<file path="config.mk">
export PLATFORM = sky130hd
export DESIGN_NAME = peak_window_detect
export DESIGN_NICKNAME = d
export VERILOG_FILES = /design/src/rtl/peak_window_detect.sv
export SDC_FILE = /design/constraint.sdc
export NUM_CORES = 1
export LEC_CHECK = 0
export CORE_ASPECT_RATIO = 1.25
export CORE_MARGIN = 2
export CORE_UTILIZATION = 55
export CTS_CLUSTER_SIZE = 20
export DETAILED_ROUTE_END_ITERATION = 10
export PLACE_DENSITY = 0.82
export SLEW_MARGIN = 30
export SYNTH_ARGS = -nofsm -noshare
export SYNTH_HDL_FRONTEND = slang
export SYNTH_SLANG_ARGS = --single-unit
</file>
<file path="constraint.sdc">
create_clock -name clk -period 8.54 [get_ports clk]
set_clock_uncertainty 0.2 [all_clocks]
set_input_delay 1.708 -clock clk [delete_from_list [all_inputs] [get_ports clk]]
set_output_delay 1.708 -clock clk [all_outputs]
set_load 0.005 [all_outputs]
</file>
<file path="src/rtl/peak_window_detect.sv">
// Multi-channel windowed peak detector: per-channel running max, published at each
// window boundary, plus a registered overall max/index stage. `define PEAK_MIN_EN adds min tracking.
module peak_window_detect #(
    parameter int DATA_W      = 32,
    parameter int NCH         = 4,
    parameter int WIN_W       = 24,
    parameter int WIN_DEFAULT = 150000,
    localparam int IDX_W      = (NCH > 1) ? $clog2(NCH) : 1
) (
    input  logic                  clk,
    input  logic                  rst,
    input  logic                  in_valid,
    input  logic [NCH*DATA_W-1:0] data_in,
    input  logic [WIN_W-1:0]      win_len,
    input  logic                  signed_mode,
`ifdef PEAK_MIN_EN
    output logic [NCH*DATA_W-1:0] min_out,
    output logic [DATA_W-1:0]     all_min,
`endif
    output logic [NCH*DATA_W-1:0] max_out,
    output logic                  max_valid,
    output logic                  win_empty,
    output logic [DATA_W-1:0]     all_max,
    output logic [IDX_W-1:0]      all_idx,
    output logic                  all_valid
);

    typedef logic [DATA_W-1:0] sample_t;

    function automatic logic gt(input sample_t a, input sample_t b, input logic sm);
        return sm ? ($signed(a) > $signed(b)) : (a > b);
    endfunction

    function automatic sample_t max_floor(input logic sm);
        return sm ? {1'b1, {(DATA_W-1){1'b0}}} : '0;
    endfunction

    function automatic logic [WIN_W-1:0] clamp_len(input logic [WIN_W-1:0] l);
        return (l < WIN_W'(2)) ? WIN_W'(2) : l;
    endfunction

    logic [WIN_W-1:0] wcnt_q, wcnt_d, len_q, len_d;
    logic             smode_q, smode_d, red_mode_q, red_mode_d;
    logic             seen_q, seen_d;
    logic             term;
    sample_t          samp   [NCH];
    sample_t          acc    [NCH];
    sample_t          run_q  [NCH], run_d [NCH];
    sample_t          max_q  [NCH], max_d [NCH];
    logic             max_valid_q, max_valid_d, win_empty_q, win_empty_d;
    sample_t          all_max_q, all_max_d, best;
    logic [IDX_W-1:0] all_idx_q, all_idx_d, best_idx;
    logic             all_valid_q, all_valid_d;

    // NOTE: every always_comb output gets a default before any branch so no latch is inferred.
    always_comb begin
        term        = (wcnt_q == len_q - WIN_W'(1));
        wcnt_d      = term ? '0 : wcnt_q + WIN_W'(1);
        len_d       = term ? clamp_len(win_len) : len_q;
        smode_d     = term ? signed_mode : smode_q;
        seen_d      = term ? 1'b0 : (seen_q | in_valid);
        max_valid_d = term;
        win_empty_d = win_empty_q;
        red_mode_d  = red_mode_q;
        if (term) begin
            win_empty_d = ~(seen_q | in_valid);
            red_mode_d  = smode_q;
        end
        for (int c = 0; c < NCH; c++) begin
            samp[c]  = data_in[c*DATA_W +: DATA_W];
            // The terminal-cycle sample is folded into the closing window's result.
            acc[c]   = (in_valid && gt(samp[c], run_q[c], smode_q)) ? samp[c] : run_q[c];
            max_d[c] = term ? acc[c] : max_q[c];
            run_d[c] = term ? max_floor(signed_mode) : acc[c];
        end
    end

    // Reduction uses the compare mode of the window that just closed; strict compare keeps ties low.
    always_comb begin
        best     = max_q[0];
        best_idx = '0;
        for (int c = 1; c < NCH; c++) begin
            if (gt(max_q[c], best, red_mode_q)) begin
                best     = max_q[c];
                best_idx = IDX_W'(c);
            end
        end
        all_valid_d = max_valid_q;
        all_max_d   = max_valid_q ? best : all_max_q;
        all_idx_d   = max_valid_q ? best_idx : all_idx_q;
    end

    // NOTE: sequential state uses non-blocking assignments only, so every register samples pre-edge values.
    always_ff @(posedge clk) begin
        if (rst) begin
            wcnt_q      <= '0;
            len_q       <= clamp_len(WIN_W'(WIN_DEFAULT));
            smode_q     <= 1'b0;
            red_mode_q  <= 1'b0;
            seen_q      <= 1'b0;
            max_valid_q <= 1'b0;
            win_empty_q <= 1'b1;
            all_max_q   <= '0;
            all_idx_q   <= '0;
            all_valid_q <= 1'b0;
            // NOTE: these small per-channel arrays are flops, not RAM, and must read as defined values after reset.
            for (int c = 0; c < NCH; c++) begin
                run_q[c] <= '0;
                max_q[c] <= '0;
            end
        end else begin
            wcnt_q      <= wcnt_d;
            len_q       <= len_d;
            smode_q     <= smode_d;
            red_mode_q  <= red_mode_d;
            seen_q      <= seen_d;
            max_valid_q <= max_valid_d;
            win_empty_q <= win_empty_d;
            all_max_q   <= all_max_d;
            all_idx_q   <= all_idx_d;
            all_valid_q <= all_valid_d;
            for (int c = 0; c < NCH; c++) begin
                run_q[c] <= run_d[c];
                max_q[c] <= max_d[c];
            end
        end
    end

    for (genvar c = 0; c < NCH; c++) begin : g_max_out
        assign max_out[c*DATA_W +: DATA_W] = max_q[c];
    end

    assign max_valid = max_valid_q;
    assign win_empty = win_empty_q;
    assign all_max   = all_max_q;
    assign all_idx   = all_idx_q;
    assign all_valid = all_valid_q;

`ifdef PEAK_MIN_EN
    function automatic sample_t min_floor(input logic sm);
        return sm ? {1'b0, {(DATA_W-1){1'b1}}} : '1;
    endfunction

    sample_t minacc    [NCH];
    sample_t min_run_q [NCH], min_run_d [NCH];
    sample_t min_q     [NCH], min_d     [NCH];
    sample_t all_min_q, all_min_d, least;

    always_comb begin
        for (int c = 0; c < NCH; c++) begin
            minacc[c]    = (in_valid && gt(min_run_q[c], samp[c], smode_q)) ? samp[c] : min_run_q[c];
            min_d[c]     = term ? minacc[c] : min_q[c];
            min_run_d[c] = term ? min_floor(signed_mode) : minacc[c];
        end
        least = min_q[0];
        for (int c = 1; c < NCH; c++) begin
            if (gt(least, min_q[c], red_mode_q)) least = min_q[c];
        end
        all_min_d = max_valid_q ? least : all_min_q;
    end

    always_ff @(posedge clk) begin
        if (rst) begin
            all_min_q <= '0;
            for (int c = 0; c < NCH; c++) begin
                min_run_q[c] <= '1;
                min_q[c]     <= '0;
            end
        end else begin
            all_min_q <= all_min_d;
            for (int c = 0; c < NCH; c++) begin
                min_run_q[c] <= min_run_d[c];
                min_q[c]     <= min_d[c];
            end
        end
    end

    for (genvar c = 0; c < NCH; c++) begin : g_min_out
        assign min_out[c*DATA_W +: DATA_W] = min_q[c];
    end
    assign all_min = all_min_q;
`endif

endmodule

</file>
==> results.ini <==
[timing]
period_share = 0.9268
finalHoldViolations = 0
fin_tns_setup_ns = 0
slew_headroom = 0.3509
fin_ws_ns = 0.6249
tightest_slew_ns = 0.9737
hold_slack_ns = 0.2544
finalSetupViolCount = 0
finalMaxSlewViolations = 0
max_freq_mhz = 126.3
min_period_ns = 7.915
rsz0062_at_grt = no

[routing]
drcViolationCount = 0
vias = 18930
antenna_left = 0
dr.pass1.iters = 7
drt_wl_total_um = 65310
vias_per_cell = 6.100
drt_first_iter_violations = 1664
wire_per_inst_um = 21.04

[final_layout]
drive_gt1_frac = 0.05475
n_antenna_cell = 0
fillers = 2852
nets = 2991
area_growth_pct = 24.13
layout.cells.non_filler = 3104

[die]
die_area_um2 = 37550
initial_utilization = 0.5585
fp-row-count = 77
num_io_pins = 321
core_um2 = 35450
die_x_um = 173.7
die_h_um = 216.1

[clocking]
clockBufferDepth = 3
h-tree-depth = 2
postCtsHoldBufs = 0
clkLatencyLatePin_ns = 0.54
cts_root_buffer = clkbuf_16
numCtsBuffers = 36
cts_sinks = 344
cts_tree = done
cts.clk_slew.worst_paths_ns = 0.07

[yosys]
synth-edff-count = 0
seq_area_frac_synth = 0.3478
synth-simple-area-share = 0.1486
yosysWarningCount = 0
synth_top_family_by_area = compound AO/OA/AOI/OAI gates
avgSynthCellArea_um2 = 8.423
synth_mux_area_frac = 0.08953
synth-compound-area-share = 0.1816
synthAdderAreaFrac = 0.1428
ys_ff_latch = 344
synthFlopType = dfxtp_1
synthArstFlopShare = 0
synth-xor-area-share = 0.02300
netlist_area_um2 = 19800
ys_types = 69
syn_inst = 2351
synth_nets = 2733

[setup_path]
reg2reg_from = max_q[0][11]
critical_path_class = reg -> reg
cpLargestDelayFamily = compound AO/OA/AOI/OAI gates
crit_fanout = 24
critPathArrivalTime_ns = 8.16
crit_start = max_q[0][11]
crit_path_top_delay_cell = dfxtp_1
required_ns = 8.78
cp_num_buf_inv = 5
startpoint_type = flop
cp_common_cell = o21ai_0
endpoint_kind = flop
max_stage_delay_ns = 0.42

[placement]
place_ws_ns = 0.5179
io_buffer_count = 320
dpl.hpwl_um = 49660
dp.cells = 3042
place_congestion = 1.009

[power]
p_leak_nw = 9.495
ir_drop_mv = 0.1457
switching_share = 0.2532
power_density_nw_per_um2 = 153.2
p_total_w = 0.003765
pwr-share-comb = 0.132
p_int_w = 0.002812
sequentialPowerShare = 0.447
switchingPower_w = 0.0009534
clockPowerShare = 0.421

[global_routing]
grt_use_total = 0.3375
grt_pass1_wl_um = 101100
grt_start_max_net_pins = 105
antenna_found_initial = 0
grt_overflow = 0
grt_pass1_vias = 18660

[worst_hold_path]
hold_start = seen_q
hold_class = reg -> reg

[outcome]
status = finished clean

[run]
maxCapViolCount = 0

[layout by cell type, fill, tap and decap left out, types with 6 or more instances in the layout]
cell type / instances
a211oi_1: 18
a21o_1: 18
a21oi_1: 175
a221oi_1: 7
and3_1: 9
buf_4: 26
clkbuf_1: 7
clkbuf_16: 37
clkbuf_8: 6
clkdlybuf4s50_1: 319
dfxtp_1: 344
ha_1: 226
inv_1: 207
mux2_2: 32
mux2i_1: 140
nand2_1: 167
nand2b_1: 8
nand3_1: 32
nand4_1: 81
nor2_1: 242
nor2b_1: 12
nor3_1: 25
nor4_1: 18
o211ai_1: 12
o21ai_0: 147
o21ai_1: 17
o221ai_1: 34
o22a_1: 31
o22ai_1: 65
xnor2_1: 23
xor2_1: 29
[state kept, by name (all words and copies together), names as in the netlist]
| name | count |
|---|---|
| all_idx | 2 |
| all_max | 32 |
| all_valid | 1 |
| len_q | 24 |
| max_q | 128 |
| max_valid | 1 |
| red_mode_q | 1 |
| run_q | 128 |
| seen_q | 1 |
| smode_q | 1 |
| wcnt_q | 24 |
| win_empty | 1 |
[worst register-to-register path, delay by kind of cell (launching register included)]
family                     cells  cell delay, ns
DFF                            1            0.42
and+or+nand+nor                5            0.77
adders and majority gates      3            1.03
buffers and inverters          5            1.05
AOI/OAI and AO/OA             17            4.01
muxes                          1            0.38
[metrics by stage]
| stage | utilization | cell area, um2 |
|---|---|---|
| after floorplan | - | 19800 |
| after global placement | 0.6586 | 23350 |
| after detailed placement | 0.6591 | 23370 |
| after CTS | 0.6918 | 24530 |
| after global routing | 0.6933 | 24580 |
| final | 0.6933 | 24580 |
[synthesized netlist by cell type (all sizes together), types with 12 or more instances]
cell type	instances	area share
dfxtp	344	0.35
nor2	243	0.046
ha	226	0.14
inv	208	0.039
a21oi	176	0.044
nand2	169	0.032
o21ai	166	0.042
mux2i	140	0.071
clkbuf	102	0.019
nand4	82	0.026
o22ai	65	0.021
o221ai	34	0.015
mux2	33	0.019
nand3	32	0.0081
o22a	31	0.014
xor2	29	0.013
buf	28	0.0076
nor3	25	0.0063
xnor2	23	0.010
nor4	22	0.0080
a211oi	18	0.0068
a21o	18	0.0068
nor2b	12	0.0038
o211ai	12	0.0045
[power by group through the flow]
stage	clock network (W)	logic (W)	registers [W]
floorplan	0	0.000304	0.00171
global placement	0	0.000468	0.00171
detailed placement	0	0.000489	0.00172
CTS	0.00160	0.000493	0.00168
global route	0.00166	0.000547	0.00169
finish	0.00159	0.000496	0.00168
[cells by family (layout without fill, tap and decap cells)]
logic type | Yosys count | after routing
fa+ha+maj | 226 | 226
xor+xnor | 52 | 52
mux | 173 | 173
flops | 344 | 344
buf+inv | 340 | 619
simple gates | 636 | 636
compound gates | 580 | 580
[layer usage]
metal	wire length [um]	global-route usage	up-vias
li1	-	-	8902
met2	29910	0.5624	864
met4	3970	0.1852	0
met5	0	0	-
met1	25600	0.4054	8975
met3	5824	0.07456	193
[final timing paths]
path | to | slack [ns] | cells after the start
worst max-delay path | all_max[15] | 0.62 | 31
worst min-delay path | seen_q | 0.25 | 2
worst max register to register | all_max[15] | 0.62 | 31
worst min register to register | seen_q | 0.25 | 2
[layout make-up]
type / count / area [um2] / share of cell area
well taps: 474 / 593.1 / 0.02413
flip-flops and latches: 344 / 6887 / 0.2802
inverters: 210 / 788.3 / 0.03207
clock inverters: 9 / 122.6 / 0.004988
multi-input cells: 1667 / 11700 / 0.4758
repair buffers: 350 / 3460 / 0.1407
clock buffers: 50 / 1035 / 0.04209
[repair_timing]
| action | in CTS | in global routing |
|---|---|---|
| setup endpoints to repair | 0 | 25 |
| buffers inserted | 0 | 3 |
| resized for setup | 0 | 3 |
No activity file was read; power rests on OpenSTA's default activity.
